--- src/rtl/bcd_sw_pkg.sv ---
// Shared types and constants for the M:SS.T stopwatch.
// State encoding, digit moduli, terminal count, width helper.
package bcd_sw_pkg;

  typedef enum logic [1:0] {
    IDLE,
    RUN,
    PAUSE,
    DONE
  } sw_state_t;

  localparam int MOD0 = 10;
  localparam int MOD1 = 10;
  localparam int MOD2 = 6;
  localparam int MOD3 = 10;

  localparam logic [15:0] TERM = 16'h9599;

  // Bits needed to count 0..n-1, never less than 1.
  function automatic int clog2(input int n);
    int w;
    for (w = 1; (w < 31) && ((1 << w) < n); w++) begin
    end
    return w;
  endfunction

endpackage

--- src/rtl/bcd_mod_digit.sv ---
// One modulo-MOD BCD digit of the count chain.
// Ports: clk, reset (async low), clr, en -> q, tc.
module bcd_mod_digit #(
  parameter int MOD = 10
) (
  input  logic       clk,
  input  logic       reset,
  input  logic       clr,
  input  logic       en,
  output logic [3:0] q,
  output logic       tc
);

  assign tc = (q == 4'(MOD - 1));

  always_ff @(posedge clk or negedge reset) begin
    if (!reset) begin
      q <= '0;
    end else if (clr) begin
      q <= '0;
    end else if (en) begin
      q <= tc ? 4'd0 : q + 4'd1;
    end
  end

endmodule

--- src/rtl/bcd_stopwatch_ctrl.sv ---
// Stopwatch sequencer: prescaler, digit chain, FSM, lap freeze.
// In: clk, reset, start_stop, clear, lap. Out: disp, running, lap_active, done, tick.
module bcd_stopwatch_ctrl
  import bcd_sw_pkg::*;
#(
  parameter int TICK_DIV = 100000,
  parameter int WRAP     = 0
) (
  input  logic        clk,
  input  logic        reset,
  input  logic        start_stop,
  input  logic        clear,
  input  logic        lap,
  output logic [15:0] disp,
  output logic        running,
  output logic        lap_active,
  output logic        done,
  output logic        tick
);

  localparam int PW = clog2(TICK_DIV);
  localparam logic [PW-1:0] PRE_LAST = PW'(TICK_DIV - 1);

  sw_state_t     state;
  sw_state_t     state_nx;
  logic [PW-1:0] pre;
  logic [15:0]   live;
  logic [15:0]   snap;
  logic [3:0]    q0, q1, q2, q3;
  logic          tc0, tc1, tc2, tc3;
  logic          at_term;
  logic          hold;
  logic          en0, en1, en2, en3;

  assign tick    = (state == RUN) && (pre == PRE_LAST);
  assign live    = {q3, q2, q1, q0};
  assign at_term = (live == TERM);

  // Without wrap the chain freezes at 9:59.9 instead of rolling.
  assign hold = at_term && (WRAP == 0);

  assign en0 = tick && !hold;
  assign en1 = en0 && tc0;
  assign en2 = en1 && tc1;
  assign en3 = en2 && tc2;

  bcd_mod_digit #(.MOD(MOD0)) u_d0 (
    .clk  (clk),
    .reset(reset),
    .clr  (clear),
    .en   (en0),
    .q    (q0),
    .tc   (tc0)
  );

  bcd_mod_digit #(.MOD(MOD1)) u_d1 (
    .clk  (clk),
    .reset(reset),
    .clr  (clear),
    .en   (en1),
    .q    (q1),
    .tc   (tc1)
  );

  bcd_mod_digit #(.MOD(MOD2)) u_d2 (
    .clk  (clk),
    .reset(reset),
    .clr  (clear),
    .en   (en2),
    .q    (q2),
    .tc   (tc2)
  );

  bcd_mod_digit #(.MOD(MOD3)) u_d3 (
    .clk  (clk),
    .reset(reset),
    .clr  (clear),
    .en   (en3),
    .q    (q3),
    .tc   (tc3)
  );

  always_comb begin
    state_nx = state;
    if (clear) begin
      state_nx = IDLE;
    end else begin
      unique case (state)
        IDLE: begin
          if (start_stop) state_nx = RUN;
        end
        RUN: begin
          if (tick && hold) state_nx = DONE;
          else if (start_stop) state_nx = PAUSE;
        end
        PAUSE: begin
          if (start_stop) state_nx = RUN;
        end
        DONE: begin
          state_nx = DONE;
        end
        default: state_nx = IDLE;
      endcase
    end
  end

  always_ff @(posedge clk or negedge reset) begin
    if (!reset) begin
      state <= IDLE;
    end else begin
      state <= state_nx;
    end
  end

  // Prescaler only advances in RUN; PAUSE keeps the partial tenth.
  always_ff @(posedge clk or negedge reset) begin
    if (!reset) begin
      pre <= '0;
    end else if (clear) begin
      pre <= '0;
    end else if (state == RUN) begin
      pre <= tick ? '0 : pre + 1'b1;
    end
  end

  // Snapshot takes the pre-increment count of this edge.
  always_ff @(posedge clk or negedge reset) begin
    if (!reset) begin
      lap_active <= 1'b0;
      snap       <= '0;
    end else if (clear) begin
      lap_active <= 1'b0;
      snap       <= '0;
    end else if (lap) begin
      if (lap_active && (state != IDLE)) begin
        lap_active <= 1'b0;
      end else if ((state == RUN) && !lap_active) begin
        lap_active <= 1'b1;
        snap       <= live;
      end
    end
  end

  assign disp    = lap_active ? snap : live;
  assign running = (state == RUN);
  assign done    = (state == DONE);

  logic unused_tc3;
  assign unused_tc3 = tc3;

endmodule

--- config.mk ---
export PLATFORM = sky130hd
export DESIGN_NAME = bcd_stopwatch_ctrl
export DESIGN_NICKNAME = d
export VERILOG_FILES = /design/src/rtl/bcd_sw_pkg.sv /design/src/rtl/bcd_mod_digit.sv /design/src/rtl/bcd_stopwatch_ctrl.sv
export SDC_FILE = /design/constraint.sdc
export NUM_CORES = 1
export LEC_CHECK = 0
export CORE_ASPECT_RATIO = 0.6
export CORE_MARGIN = 2
export CORE_UTILIZATION = 25
export CTS_CLUSTER_DIAMETER = 100
export DETAILED_ROUTE_END_ITERATION = 10
export PLACE_DENSITY_LB_ADDON = 0.12
export SLEW_MARGIN = 0
export SYNTH_ARGS = -nofsm -noshare
export SYNTH_HDL_FRONTEND = slang
export SYNTH_SLANG_ARGS = --single-unit
--- constraint.sdc ---
create_clock -name clk -period 5.4 [get_ports clk]
set_input_delay 0.54 -clock clk [delete_from_list [all_inputs] [get_ports clk]]
set_output_delay 0.54 -clock clk [all_outputs]
set_load 0.01 [all_outputs]
=== After elaboration in Yosys (flattened, before gate mapping) ===
Cells that the tools add are included.

* Flip-flop bits (word level): 52
* Input bits: 5
* Output and inout port bits: 20
* Word-level logic and storage cells: 78

* Add/sub/neg operators: 5
* Eq/ne operators: 12
* Muxes and demuxes: 29
* Reduce and logical (&&, ||, !) cells: 24

{| class="wikitable"
|+ Operator list
! kind !! count
|-
| 16-bit 2-to-1 mux || 5
|-
| 17-bit 2-to-1 mux || 3
|-
| 4-bit 2-to-1 mux || 12
|-
| 17-bit by 1-bit adder with 17-bit output, second input constant || 1
|-
| 17-bit == test, second input constant || 1
|-
| 4-bit by 1-bit adder with 4-bit output, second input constant || 4
|-
| 16-bit == test, second input constant || 1
|-
| 2-bit nonzero test || 8
|-
| 4-bit == test, second input constant || 3
|-
| 1-bit logical AND || 8
|-
| 2-bit 2-to-1 mux || 4
|-
| 2-bit case mux with 3 select lines || 1
|-
| 2-bit == test, second input constant || 2
|-
| 4-bit by 3-bit == test with 1-bit output, second input constant || 1
|-
| 1-bit 2-to-1 mux || 4
|-
| 4-bit by 3-bit != test with 1-bit output, second input constant || 1
|-
| 2-bit AND reduction || 2
|-
| 3-bit by 1-bit != test with 1-bit output, second input constant || 1
|-
| 3-bit AND reduction || 1
|-
| 3-bit nonzero test || 1
|-
| 2-bit by 1-bit == test with 1-bit output, second input constant || 1
|-
| 1-bit logical NOT || 2
|-
| 2-bit logical NOT || 1
|-
| 2-bit != test, second input constant || 1
|-
| 2-bit OR reduction || 1
|}

=== Longest topological paths before layout ===
* Depth after elaboration: 8
* Gate-level depth with buffers: 8
* Depth with buffers taken out: 7

=== Modules after synthesis ===
From an unflattened synthesis, not the netlist that was laid out.

* Cell total of the unflattened synthesis: 321
* Area total of the unflattened synthesis: 3,034.2 um2

{| class="wikitable"
|+ By module, submodules not included
! module !! times used !! cells each !! area an instance (um2)
|-
| bcd_stopwatch_ctrl || 1 || 226 || 2,120.8
|-
| bcd_mod_digit (u_d0 ...) || 3 || 24 || 231.5
|-
| bcd_mod_digit (u_d2) || 1 || 23 || 219.0
|}

=== Worst setup path after synthesis ===
No wires, ideal clock.

* Path kind: flip-flop to flip-flop
* Start: register u_d0.q[1]
* End: register u_d3.q[0]
* Data arrival time: 1.768 ns
* Path slack: 3.512 ns
* Cell stages (with the launch flop): 9
* Clock period less this slack: 1.888 ns
* Cells stage by stage: dfrtp_1 inv_1 ha_1 and3b_1 buf_2 nand2_1 nor4_4 a21oi_1 a31o_1

* Longest elaborated chain between the ends: 7
* Elaborated cells between the ends (all ways): 8

{| class="wikitable"
|+ Ends and longest elaborated chain
! item !! line !! source
|-
| from (decl) || bcd_mod_digit.sv:10 || <nowiki>output logic [3:0] q,</nowiki>
|-
| from (signal assigned) || bcd_mod_digit.sv:22 || <nowiki>q <= tc ? 4'd0 : q + 4'd1;</nowiki>
|-
| 16-bit == test || bcd_stopwatch_ctrl.sv:37 || <nowiki>assign at_term = (live == TERM);</nowiki>
|-
| 1-bit logical NOT || bcd_stopwatch_ctrl.sv:42 || <nowiki>assign en0 = tick && !hold;</nowiki>
|-
| 1-bit logical AND || bcd_stopwatch_ctrl.sv:42 ||
|-
| 1-bit logical AND * || bcd_stopwatch_ctrl.sv:43 || <nowiki>assign en1 = en0 && tc0;</nowiki>
|-
| 1-bit logical AND * || bcd_stopwatch_ctrl.sv:44 || <nowiki>assign en2 = en1 && tc1;</nowiki>
|-
| 1-bit logical AND * || bcd_stopwatch_ctrl.sv:45 || <nowiki>assign en3 = en2 && tc2;</nowiki>
|-
| 2-bit nonzero test (no source line) * || n/a ||
|-
| to (signal assigned) || bcd_mod_digit.sv:22 ||
|-
| to (decl) || bcd_mod_digit.sv:10 ||
|}

Every way passes the cells marked *; elsewhere a longest branch is shown, timed or not.
A chain may end at the register's enable or synchronous reset.

=== Worst setup path in the final report ===
* Start: register pre[0]
* End: output tick

* Longest elaborated chain between the ends: 2

{| class="wikitable"
|+ Ends and longest elaborated chain
! item !! line !! source
|-
| from (decl) || bcd_stopwatch_ctrl.sv:26 || <nowiki>logic [PW-1:0] pre;</nowiki>
|-
| from (signal assigned) || bcd_stopwatch_ctrl.sv:122 || <nowiki>pre <= tick ? '0 : pre + 1'b1;</nowiki>
|-
| 17-bit == test || bcd_stopwatch_ctrl.sv:35 || <nowiki>assign tick = (state == RUN) && (pre == PRE_LAST);</nowiki>
|-
| 1-bit logical AND || bcd_stopwatch_ctrl.sv:35 ||
|-
| to (decl) || bcd_stopwatch_ctrl.sv:18 || <nowiki>output logic tick</nowiki>
|}

Every way passes these cells.

==> impl_metrics.ini <==
[run_status]
status = finished, final reports clean

[timing]
finalClockSkew_ns = 0.00485
worst_pin_slew_ns = 1.16
relSlewSlack_pct = 22.5
setup_tns_ns = 0
finalMaxSlewViolations = 0
period_share_pct = 54.2
finalCriticalPeriod_ns = 2.93
rsz0062_at_grt = false
max_freq_mhz = 341
setup_viol = 0
finalHoldViolCount = 0

[die]
ios = 25
initial_core_util_pct = 25.8
die_w_um = 144
placementRows = 30
die_h_um = 87.9
core-area_mm2 = 0.0114
die_area_mm2 = 0.0127

[synth]
ys.flop_type = dfrtp_1
syn_area_mm2 = 0.00294
ys_top_cells_by_count = nand2_1 (59), dfrtp_1 (52), nor2_1 (34)
synth_seq_cells = 52
netlist_instances = 317
synth_warnings = 0
syn_nets = 329
synth_edf_count = 0
yosysMostFrequentCell = nand2_1
ys_seq_area_share_pct = 44.3
synth_top_cell_by_area = dfrtp_1
synthArstFlopShare_pct = 100
avgSynthCellArea_um2 = 9.26
synthDistinctLibCells = 50
synth.area.top_cells = dfrtp_1 (44%), nand2_1 (7.5%), mux2_2 (5.0%)
synth_top_area_share_pct = 44.3

[global_route]
antenna_found_initial = 0
grt_max_degree = 53
grt_use_met2_pct = 15.6
overflow = 0
grt_util_all_layers_pct = 13.0
use_met3_pct = 3.34
grt_pass1_vias = 2223
gr-usage-met1_pct = 21.7
grt_pass1_wl_um = 12600
top_usage_layer = met1

[worst_setup_path]
cp-start-kind = flop
critical-path-max-stage-delay_ns = 0.61
critPathRequiredTime_ns = 4.86
path_class = flop to primary output
critical_path_arrival_ns = 2.39
crit_path_end_kind = primary output
crit_family = simple AND/OR/NAND/NOR gates
path_cells = ha_1 -> and4_1 -> nand4_4 -> nor2_1 -> clkdlybuf4s50_1
crit_buf_inv = 1
crit_path_top_delay_cell = clkdlybuf4s50_1
path_max_fanout = 7

[placement]
dp_hpwl_um = 5200
numPortBuffers = 24
dpl-instance-area_mm2 = 0.00333
gp_congestion = 0.797

[detailed_routing]
ant_nets = 0
first_iter_violations = 152
dr.pass1.iters = 4
routed_wl_um = 7550
avgViaCountPerCell = 4.69
routedWlPerCell_um = 15.2
vias = 2326
remaining_drc_errors = 0

[min_path]
hp-class = primary input to async pin

[power]
p_clk_share_pct = 43.0
ir_drop_mv = 0.139
p_switching_mw = 0.187
combPwrFrac_pct = 6.2
leakage_nw = 1.44
seq_power_share_pct = 50.8
swShare_pct = 23.8
p_int_mw = 0.601
power_density_mw_per_mm2 = 226

[finish]
area_growth_pct = 18.5
multi_input_area_mm2 = 0.00155
fillers = 1208
fin_nets = 348
diodes = 0
final-seq-area_mm2 = 0.00130
design_area_mm2 = 0.00348
layout-drive-gt1-share_pct = 9.82

[cts]
cts_tree = built
htree_levels = 2
clkSinkCount = 52
cts-root-buf = clkbuf_16
cts_max_path_buffers = 2
clk_pin_slew_ns = 0.07
clock_latency_ns = 0.29
cts_hold_buffers = 0
post_cts_buffers = 0
cts_buffers = 5
cts_resized = 0

[run]
drv_cap = 0
-- layout by cell type, fill, tap and decap left out, types with 4 or more instances in the layout --
cell and instances:
and4_1 4, inv_1 6, nand4_1 5, nand2_1 59, dfrtp_1 52, clkdlybuf4s50_1 23
ha_1 7, o21ai_0 10, xor2_1 10, mux2_2 13, nor3_1 4, nor2_1 34
mux2i_1 7, nand3_1 11, clkbuf_16 5, and2_1 4, a21oi_1 26
-- layer usage --
| metal | part of all wire [%] | vias to the layer above |
|---|---|---|
| li1 | - | 1156 |
| met1 | 58 | 1111 |
| met2 | 36 | 55 |
| met3 | 5.2 | 4 |
| met4 | 0.74 | 0 |
| met5 | 0 | - |
-- cells by family after synthesis --
logic type               after synthesis  synth area share [%]
AND/OR/NAND/NOR                      152                  27.9
XOR/XNOR                              12                  3.58
multiplexers                          20                  7.37
adder cells (fa/ha/maj)                7                  2.98
AO/OA/AOI/OAI                         53                  11.0
flip-flops                            52                  44.3
buffers and inverters                 21                  2.90
-- stage by stage --
| stage | std cells | hold slack [ns] | power (mW) | setup slack, ns | utilization (%) |
|---|---|---|---|---|---|
| 3_3_place_gp | 489 | 0.500 | 0.460 | 2.78 | 29.3 |
| 4_1_cts | 496 | 0.424 | 0.798 | 2.44 | 30.6 |
| 5_1_grt | 496 | 0.452 | 0.826 | 2.29 | 30.6 |
| 3_5_place_dp | 489 | 0.488 | 0.459 | 2.77 | 29.3 |
| 2_1_floorplan | 317 | 0.244 | 0.432 | 3.51 | - |
| 6_report | 496 | 0.375 | 0.788 | 2.47 | 30.6 |
-- worst paths after layout --
check | start | to | slack (ns) | cells after the start
worst min register to register | snap[8] | snap[8] | 0.52 | 2
max in group asynchronous | reset | snap[7] | 4.53 | 2
worst min-delay path | reset | state[1] | 0.38 | 2
worst max-delay path | pre[0] | tick | 2.47 | 5
worst max register to register | u_d0.q[0] | u_d3.q[0] | 3.05 | 6
min in group clk | snap[8] | snap[8] | 0.52 | 2
-- final cells by class --
type | instances | area share, %
clock buffer | 7 | 4.39
timing repair buffer | 26 | 7.19
sequential | 52 | 37.4
inverter | 7 | 0.755
multi-input combinational | 244 | 44.5
tap | 160 | 5.75
-- flip-flops by register name (all words and copies together), names as in the netlist --
register,cells
u_d1.q,4
u_d3.q,4
lap_active,1
u_d0.q,4
pre,17
state,2
u_d2.q,4
snap,16
-- power by group through the flow --
stage	logic (mW)	registers [mW]	clock network, mW
final	0.0488	0.401	0.339
after global routing	0.0558	0.401	0.369
after CTS	0.0510	0.401	0.347
after detailed placement	0.0507	0.408	0
after global placement	0.0514	0.408	0
after floorplan	0.0295	0.403	0
(Power assumes the default switching activity.)
